==> src/rtl/sync_fifo_param.sv <==
// Single-clock parametrised FIFO with occupancy count, almost-full/empty thresholds,
// synchronous flush and sticky overflow/underflow. Define SYNC_FIFO_FWFT_EN for first-word-fall-through.
module sync_fifo_param #(
    parameter int DATA_W    = 8,
    parameter int DEPTH     = 16,
    parameter int AF_THRESH = 12,
    parameter int AE_THRESH = 4
) (
    input  logic                     clk,
    input  logic                     rst,
    input  logic                     clr,
    input  logic                     wr_req,
    input  logic [DATA_W-1:0]        data_in,
    input  logic                     rd_req,
    output logic [DATA_W-1:0]        data_out,
    output logic                     data_valid,
    output logic                     fifo_full,
    output logic                     fifo_empty,
    output logic                     almost_full,
    output logic                     almost_empty,
    output logic [$clog2(DEPTH):0]   count,
    output logic                     overflow,
    output logic                     underflow
);

    localparam int ADDR_W = $clog2(DEPTH);
    localparam logic [ADDR_W:0] DEPTH_C = (ADDR_W + 1)'(DEPTH);
    localparam logic [ADDR_W:0] AF_C    = (ADDR_W + 1)'(AF_THRESH);
    localparam logic [ADDR_W:0] AE_C    = (ADDR_W + 1)'(AE_THRESH);

    logic [ADDR_W:0]   wr_ptr;
    logic [ADDR_W:0]   rd_ptr;
    logic [DATA_W-1:0] mem [DEPTH];
    logic              wr_ok;
    logic              rd_ok;

    // Status comes only from the registered pointers, so requests never reach the flags combinationally.
    always_comb begin
        count        = wr_ptr - rd_ptr;
        fifo_full    = (count == DEPTH_C);
        fifo_empty   = (count == '0);
        almost_full  = (count >= AF_C);
        almost_empty = (count <= AE_C);
        wr_ok        = wr_req && !fifo_full && !clr && !rst;
        rd_ok        = rd_req && !fifo_empty && !clr && !rst;
    end

    always_ff @(posedge clk) begin
        if (rst) begin
            wr_ptr    <= '0;
            rd_ptr    <= '0;
            overflow  <= 1'b0;
            underflow <= 1'b0;
        end else if (clr) begin
            wr_ptr <= '0;
            rd_ptr <= '0;
        end else begin
            if (wr_ok)
                wr_ptr <= wr_ptr + 1'b1;
            if (rd_ok)
                rd_ptr <= rd_ptr + 1'b1;
            if (wr_req && fifo_full)
                overflow <= 1'b1;
            if (rd_req && fifo_empty)
                underflow <= 1'b1;
        end
    end

    always_ff @(posedge clk) begin
        if (wr_ok)
            mem[wr_ptr[ADDR_W-1:0]] <= data_in;
    end

`ifdef SYNC_FIFO_FWFT_EN
    always_comb begin
        data_out   = mem[rd_ptr[ADDR_W-1:0]];
        data_valid = !fifo_empty;
    end
`else
    always_ff @(posedge clk) begin
        if (rst) begin
            data_out   <= '0;
            data_valid <= 1'b0;
        end else begin
            data_valid <= rd_ok;
            if (rd_ok)
                data_out <= mem[rd_ptr[ADDR_W-1:0]];
        end
    end
`endif

endmodule

==> config.mk <==
export PLATFORM = sky130hd
export DESIGN_NAME = sync_fifo_param
export DESIGN_NICKNAME = d
export VERILOG_FILES = /design/src/rtl/sync_fifo_param.sv
export SDC_FILE = /design/constraint.sdc
export NUM_CORES = 1
export LEC_CHECK = 0
export ABC_AREA = 1
export BUFFER_PORTS_ARGS = -buffer_cell sky130_fd_sc_hd__buf_2
export CORE_MARGIN = 1.5
export CORE_UTILIZATION = 50
export DETAILED_ROUTE_END_ITERATION = 12
export PLACE_DENSITY_LB_ADDON = 0.2
export SYNTH_ARGS = -nofsm -noshare
export SYNTH_HDL_FRONTEND = slang
export SYNTH_SLANG_ARGS = --single-unit
export TNS_END_PERCENT = 1
==> constraint.sdc <==
create_clock -name clk -period 3.75 [get_ports clk]
set_input_delay 0.5625 -clock clk [delete_from_list [all_inputs] [get_ports clk]]
set_output_delay 0.5625 -clock clk [all_outputs]
set_load 0.01 [all_outputs]
Yosys cells after proc, flatten, opt, wreduce, memory -nomap -nowiden

Memory sizes are Yosys's and may differ from the RTL's. A register that Yosys moved wholly into a read port is not among the register bits.
Cells that the tools add are included.

Register bits after elaboration: 13
RAM bits: 128
Memories: 1

Memories:

| memory | depth | bits a word | rd ports | clocked after memory_dff | write ports | line | source |
|---|---|---|---|---|---|---|---|
| mem    | 16    | 8           | 1        | 1                        | 1           | 33   | `logic [DATA_W-1:0] mem [DEPTH];` |

Add/sub/neg operators: 3
Magnitude comparators: 2
Equality and inequality tests: 1
Mux-type cells: 2
Bitwise logic cells: 1
Reductions and logical operators: 16

Operators by type and width:

| cell                  | number |
|---|---|
| $add A5 B1 Y5 const B | 2 |
| $logic_and A1 B1 Y1   | 8 |
| $eq A5 B5 Y1 const B  | 1 |
| $ge A5 B4 Y1 const B  | 1 |
| $le A5 B3 Y1 const B  | 1 |
| $logic_not A5 Y1      | 1 |
| $sub A5 B5 Y5         | 1 |
| $logic_not A1 Y1      | 4 |
| $reduce_and A2 Y1     | 2 |
| $mux W1               | 2 |
| $reduce_or A2 Y1      | 1 |
| $not A1 Y1            | 1 |

Longest topological paths before layout

Gate-level depths: netlist of run 1.

Depth in word-level cells: 8
Mapped depth: 14
Gate-level depth less buffers: 12

Least setup slack after synthesis of run 1

No wires, ideal clock.

Path type: reg-to-reg
Start: register wr_ptr[0]
End: memory mem[8][0] (enable)
Arrival time: 2.521 ns
Required time: 3.367 ns
Slack: 0.846 ns
Stages on the path, launching flop included: 10
Path buffers: 1
Clock period less this slack: 2.904 ns
Path through: dfxtp_1 inv_1 ha_1 fa_1 xnor2_2 nor2_8 nand3_4 nand2_4 buf_8 nor3_1

Cells in the longest elaborated chain, start to end: 8

RTL lines:

| item                             | line | source |
|---|---|---|
| from (decl)                      | 31   | `logic [ADDR_W:0] wr_ptr;` |
| from (signal assigned)           | 59   | `wr_ptr <= wr_ptr + 1'b1;` |
| $sub A5 B5 Y5                    | 39   | `count = wr_ptr - rd_ptr;` |
| via count[2]                     | 21   | `output logic [$clog2(DEPTH):0] count,` |
| $eq A5 B5 Y1                     | 40   | `fifo_full = (count == DEPTH_C);` |
| $logic_not A1 Y1                 | 44   | `wr_ok = wr_req && !fifo_full && !clr && !rst;` |
| $logic_and A1 B1 Y1 (3 in a row) | 44   |  |
| $mux W1                          | 70   | `if (wr_ok)` |
| $mux W1 (implied by the code)    | 71   | `mem[wr_ptr[ADDR_W-1:0]] <= data_in;` |
| to (decl)                        | 33   |  |

The timed path passes the listed nets, and every way through them passes these cells.

Worst setup path after layout of run 1

Start: register rd_ptr[2]
End: output port almost_empty

Cells in the longest elaborated chain, start to end: 2

RTL lines:

| item                   | line | source |
|---|---|---|
| from (decl)            | 32   | `logic [ADDR_W:0] rd_ptr;` |
| from (signal assigned) | 61   | `rd_ptr <= rd_ptr + 1'b1;` |
| $sub A5 B5 Y5          | 39   |  |
| $le A5 B3 Y1           | 43   | `almost_empty = (count <= AE_C);` |
| to (decl)              | 20   | `output logic almost_empty,` |

No other way between the ends.

==> results.py, run 1 <==
metrics = {
    "sta": {
        "rsz0062_at_grt": "false",
        "final_hold_viol_count": 0,
        "period_share_pct": 89.73,
        "relSlewSlack_pct": 35.75,
        "fin_skew_ps": 4.424,
        "tightest_slew_ps": 962.4,
        "whs_ps": 400.6,
        "period_needed_ps": 3365,
        "drv_slew": 0,
        "fmax_ghz": 0.2972,
        "fin_tns_setup_ps": 0,
        "setup_viol": 0,
    },
    "layout": {
        "mostFrequentLayoutCells": "nand2_1 (140), edfxtp_1 (128), nor2_1 (115), o21ai_0 (49), nand3_1 (40)",
        "syn_to_final_growth_pct": 13.97,
        "drive_above_1_share_pct": 15.41,
        "num_antenna_cells": 0,
        "fin_nets": 698,
        "final_common_cell": "nand2_1",
        "final_cell_count_no_fill": 860,
        "finalInstanceArea_sq_um": 7512,
        "post-route-util_pct": 59.05,
    },
    "global_route": {
        "grt_max_degree": 69,
        "grt_overflow": 0,
        "grt_pass1_wl_um": 23870,
        "grt_pass1_vias": 4512,
        "track_usage_pct": 23.33,
        "antenna_found_initial": 0,
    },
    "pwr": {
        "p_sw_mw": 0.7142,
        "p_int_mw": 2.858,
        "ir_drop_mv": 0.2759,
        "power_frac_seq_pct": 50.5,
        "combPwrFrac_pct": 2.4,
        "p_per_area_nw_per_um2": 475.6,
        "sw_frac_of_total_pct": 19.99,
        "clockPowerShare_pct": 47.1,
        "p_leak_nw": 2.946,
    },
    "floorplan": {
        "io_pins": 33,
        "die-area_sq_um": 13880,
        "start_util_pct": 51.81,
        "core_sq_um": 12720,
        "die_h_um": 117.8,
        "die_w_um": 117.8,
        "rows": 41,
    },
    "worst_setup_path": {
        "path_delay_family": "flip-flops",
        "cp.depth": 8,
        "worstSetupPathType": "reg -> out",
        "crit_buf_inv": 3,
        "arrival_ps": 2800,
        "worstSetupEndpointType": "output pin",
        "critPathRequiredTime_ps": 3190,
        "path_cells": "clkinv_1 > ha_1 > a21oi_1 > nand3_1 > nand2_4 > inv_1 > a211oi_1 > buf_2",
        "crit_path_top_delay_cell": "dfxtp_1",
        "max_stage_delay_ps": 620,
        "r2r_cells": 10,
        "crit_path_start_kind": "flip-flop",
        "cp_max_fo": 14,
    },
    "synth": {
        "synth_area_sq_um": 6591,
        "postSynthAreaPerCell_sq_um": 10.38,
        "mappedNetlistNets": 658,
        "synth-seq-cells": 149,
        "async_reset_ff_share_pct": 0,
        "synthCells": 635,
        "synth-edff-count": 128,
        "synth_top_area_share_pct": 58.31,
        "synthDistinctLibCells": 32,
        "ys_seq_area_share_pct": 64.69,
        "ys.flop_type": "edfxtp_1",
        "synth.top_cells.by_area": "edfxtp_1 (58%), nand2_1 (8.0%), nor2_1 (6.5%), dfxtp_1 (6.4%), o21ai_0 (3.7%)",
        "synth_top_cell_by_area": "edfxtp_1",
        "yosysWarnings": 0,
    },
    "clock_tree": {
        "cts_resized": 0,
        "clk_latency_ps": 420,
        "cts_buffers": 17,
        "cts.sinks": 149,
        "cts_buffer_depth": 2,
        "cts_root_buf": "clkbuf_16",
        "cts_tree": "yes",
        "cts_hold_buffers": 0,
        "cts_setup_buffers": 0,
        "htree_levels": 4,
        "clkTransAtPathRegs_ps": 60,
    },
    "drt": {
        "drt_first_iter_violations": 394,
        "vias": 4615,
        "wl_um": 15230,
        "ant_nets": 0,
        "firstDrtPassIters": 5,
        "drc": 0,
        "vias_per_cell": 5.366,
        "wl_per_cell_um": 17.71,
    },
    "placement": {
        "routabilityCongestion": 0.9056,
        "place_inst": 828,
        "dp_hpwl_um": 9704,
        "postPlaceCellArea_sq_um": 6924,
        "port_buffers": 32,
    },
    "hold_path": {
        "whs_path_depth": 4,
        "hp-class": "in -> reg",
    },
    "job": {
        "drv_cap": 0,
    },
    "status": {
        "status": "completed",
    },
}
cells by family (layout without fill, tap and decap cells):
family | count (synthesis) | count (layout) | synth area share [%]
AOI/OAI and AO/OA | 70 | 70 | 5.866
buffers and inverters | 70 | 123 | 4.992
DFF | 149 | 149 | 64.69
and+or+nand+nor | 329 | 329 | 21.39
xor gates and xnor gates | 7 | 7 | 1.044
adders and majority gates | 10 | 10 | 2.012
cell type report:
type	count	area [sq um]
Clock inverter	14	158.9
Timing Repair Buffer	49	287.8
Inverter	42	157.7
Clock buffer	18	429.2
Multi-Input combinational cell	416	1998
Tap cell	172	215.2
Fill cell	1074	5210
Sequential cell	149	4265
worst register-to-register path, stage by stage (launching register included):
cell,delay [ps]
dfxtp_1,620
clkinv_1,390
ha_1,450
a21oi_1,200
nand2_1,70
nand2_1,100
nand2_4,90
nand3_4,140
nand2_4,210
nor3_1,500
buf_4,250
power groups by stage:
stage / Clock, mW / Sequential, mW / Combinational [mW]
floorplan: 0 / 1.84 / 0.0355
finish: 1.68 / 1.80 / 0.0841
detailed placement: 0 / 1.84 / 0.0841
global route: 1.77 / 1.80 / 0.0916
global placement: 0 / 1.84 / 0.0832
CTS: 1.70 / 1.80 / 0.0850
path summary, 6_finish.rpt:
path / startpoint / to / slack, ps
setup / recovery: rd_ptr[2]$_SDFFE_PP0P_ / almost_empty / 390
hold / removal: clr / rd_ptr[1]$_SDFFE_PP0P_ / 400
setup reg to reg: rd_ptr[2]$_SDFFE_PP0P_ / mem[5][4]$_DFFE_PP_ / 460
hold reg to reg: overflow$_SDFFE_PP0P_ / overflow$_SDFFE_PP0P_ / 460
routing by layer:
layer | wire (um) | up-vias | GRT usage, % | share of wire [%]
met3 | 1091 | 36 | 6.492 | 7.2
met1 | 6753 | 2181 | 31.04 | 44
met2 | 6906 | 191 | 35.96 | 45
met5 | 0 | - | 0 | 0
li1 | - | 2207 | - | -
met4 | 479 | 0 | 10.29 | 3.1
cell usage after synthesis (all sizes together), types with 2 or more instances:
library cell	count
nand2	152
edfxtp	128
nor2	118
o21ai	57
nand3	42
inv	38
buf	22
dfxtp	21
nor3	15
a21oi	11
ha	9
clkbuf	6
xor2	6
clkinv	4
nand3b	2
sequential cells by signal, summed over array words and instances (netlist names):
| name | flops |
|---|---|
| mem | 128 |
| data_out | 8 |
| rd_ptr | 5 |
| wr_ptr | 5 |
| data_valid | 1 |
| overflow | 1 |
| underflow | 1 |
through the flow:
step,setup slack (ps),power [mW]
floorplan,846.1,1.876
detailed placement,495.1,1.924
CTS,375.8,3.594
global placement,636.3,1.923
global route,116.6,3.662
finish,385.2,3.573
Note: power is estimated with default switching activity, not from simulation.
==> inputs of run 2 (changes only) <==
- clock period: 3.75 -> 3 ns (I/O delays scaled with it)
==> run 2 against run 1 <==
Effect of this change: first-iteration DRC count grew 8.1%; cell area rose by 1.2%; clock skew grew 2.9 ps; count of clock-buffer cells in the layout up 2; core utilization up 0.72 points; clock power up 30%; critical path type unchanged; global-route usage decreased by 0.65 points; sequential share of layout area is 0.67 points lower.
==> results.py, run 2 (synthesis results as in run 1) <==
metrics = {
    "sta": {
        "fin_skew_ps": 7.312,
        "whs_ps": 305.5,
        "final_hold_viol_count": 0,
        "rsz0062_at_grt": "false",
        "drv_slew": 0,
        "relSlewSlack_pct": 52.55,
        "tightest_slew_ps": 711.7,
        "fmax_ghz": 0.3560,
        "setup_viol": 0,
        "fin_tns_setup_ps": 0,
        "period_share_pct": 93.63,
        "period_needed_ps": 2809,
    },
    "floorplan": {
        "die_h_um": 117.8,
        "die-area_sq_um": 13880,
        "rows": 41,
        "core_sq_um": 12720,
        "die_w_um": 117.8,
        "start_util_pct": 51.81,
        "io_pins": 33,
    },
    "clock_tree": {
        "clk_latency_ps": 420,
        "cts.sinks": 149,
        "cts_resized": 0,
        "cts_tree": "yes",
        "cts_buffer_depth": 2,
        "cts_hold_buffers": 0,
        "cts_setup_buffers": 0,
        "htree_levels": 4,
        "clkTransAtPathRegs_ps": 60,
        "cts_buffers": 17,
        "cts_root_buf": "clkbuf_16",
    },
    "global_route": {
        "grt_pass1_wl_um": 23410,
        "grt_max_degree": 69,
        "grt_overflow": 0,
        "grt_pass1_vias": 4475,
        "track_usage_pct": 22.68,
        "antenna_found_initial": 0,
    },
    "worst_setup_path": {
        "reg2reg_to": "mem[9][1]$_DFFE_PP_",
        "cp_max_fo": 5,
        "path_cells": "inv_1 > ha_1 > fa_1 > nand3b_1 > nand3_1 > nand2_4 > a211oi_1 > buf_2",
        "cp-startpoint": "wr_ptr[0]$_SDFFE_PP0P_",
        "r2r_start": "wr_ptr[0]$_SDFFE_PP0P_",
        "worstSetupEndpointType": "output pin",
        "crit_buf_inv": 2,
        "crit_path_top_delay_cell": "fa_1",
        "path_delay_family": "adder cells",
        "setup.worst_path.end": "almost_empty",
        "crit_path_start_kind": "flip-flop",
        "r2r_cells": 9,
        "max_stage_delay_ps": 420,
        "critPathRequiredTime_ps": 2550,
        "worstSetupPathType": "reg -> out",
        "cp.depth": 8,
        "arrival_ps": 2360,
        "reg2reg_slack_ps": 330,
    },
    "drt": {
        "wl_um": 15070,
        "drc": 0,
        "drt_first_iter_violations": 426,
        "vias_per_cell": 5.321,
        "firstDrtPassIters": 5,
        "ant_nets": 0,
        "wl_per_cell_um": 17.36,
        "vias": 4619,
    },
    "pwr": {
        "power_mw": 4.549,
        "p_per_area_nw_per_um2": 598.3,
        "ir_drop_mv": 0.3947,
        "p_leak_nw": 2.998,
    },
    "hold_path": {
        "hp-class": "in -> reg",
    },
    "placement": {
        "dp_hpwl_um": 9995,
        "port_buffers": 32,
        "routabilityCongestion": 0.8971,
    },
    "layout": {
        "final_common_cell": "nand2_1",
        "largest_register_ffs": 128,
        "drive_above_1_share_pct": 16.81,
        "syn_to_final_growth_pct": 15.36,
        "num_antenna_cells": 0,
        "fin_nets": 706,
        "mostFrequentLayoutCells": "nand2_1 (140), edfxtp_1 (128), nor2_1 (115), o21ai_0 (49), nand3_1 (40)",
        "fillers": 1086,
    },
    "status": {
        "status": "completed",
    },
    "job": {
        "drv_cap": 0,
    },
}
run 2: cell count changes in the layout (fill, tap and decap cells not counted), sizes merged:
cell / before / now
clkinv: 11 / 7
clkinvlp: 3 / 4
buf: 49 / 57
bufinv: 3 / 4
clkbuf: 18 / 20
run 2: worst min-delay path by stage:
stage | end | start | cells after the start | slack, ps
2_1_floorplan | rd_ptr[3]$_SDFFE_PP0P_ | rd_ptr[3]$_SDFFE_PP0P_ | 2 | 460
3_3_place_gp | overflow$_SDFFE_PP0P_ | overflow$_SDFFE_PP0P_ | 2 | 450
3_5_place_dp | overflow$_SDFFE_PP0P_ | overflow$_SDFFE_PP0P_ | 2 | 460
4_1_cts | rd_ptr[1]$_SDFFE_PP0P_ | clr | 4 | 290
5_1_grt | rd_ptr[1]$_SDFFE_PP0P_ | clr | 4 | 310
6_report | rd_ptr[1]$_SDFFE_PP0P_ | clr | 4 | 310
run 2: report_power, final:
| part | internal, mW | switching [mW] |
|---|---|---|
| Combinational | 0.0237 | 0.0800 |
| Sequential | 2.25 | 0.00261 |
| Clock | 1.39 | 0.799 |
| Total | 3.67 | 0.881 |
run 2: area by class of cell:
cell class	count	area, sq um	area share [%]
inverters	42	161.4	2.123
clock buffers	20	436.7	5.743
clock inverters	12	177.7	2.337
flip-flops and latches	149	4267	56.11
well taps	172	215.2	2.830
multi-input cells	416	1998	26.28
repair buffers	57	347.8	4.575
run 2: through the flow:
step	instance area [sq um]	util, %	std cells	worst slack, ps
2_1_floorplan	6591	-	635	96.08
3_3_place_gp	6984	54.90	836	325.4
3_5_place_dp	6984	54.90	836	257.3
4_1_cts	7599	59.73	868	83.72
5_1_grt	7604	59.77	868	46.27
6_report	7604	59.77	868	191.2
run 2: per-layer routing:
metal	vias up	part of all wire (%)	GRT usage, %
li1	2220	-	-
met3	30	6.4	4.797
met2	163	48	35.78
met4	0	2.7	10.59
met5	-	0	0
met1	2206	43	30.20
run 2: worst reg2reg max path, stage by stage (launching register included):
cell and delay [ps]:
dfxtp_2 370, inv_1 90, ha_1 230, fa_1 420
xnor2_2 370, nor2_8 70, nand3_4 150, nand2_4 210
nor3_1 250, buf_4 220
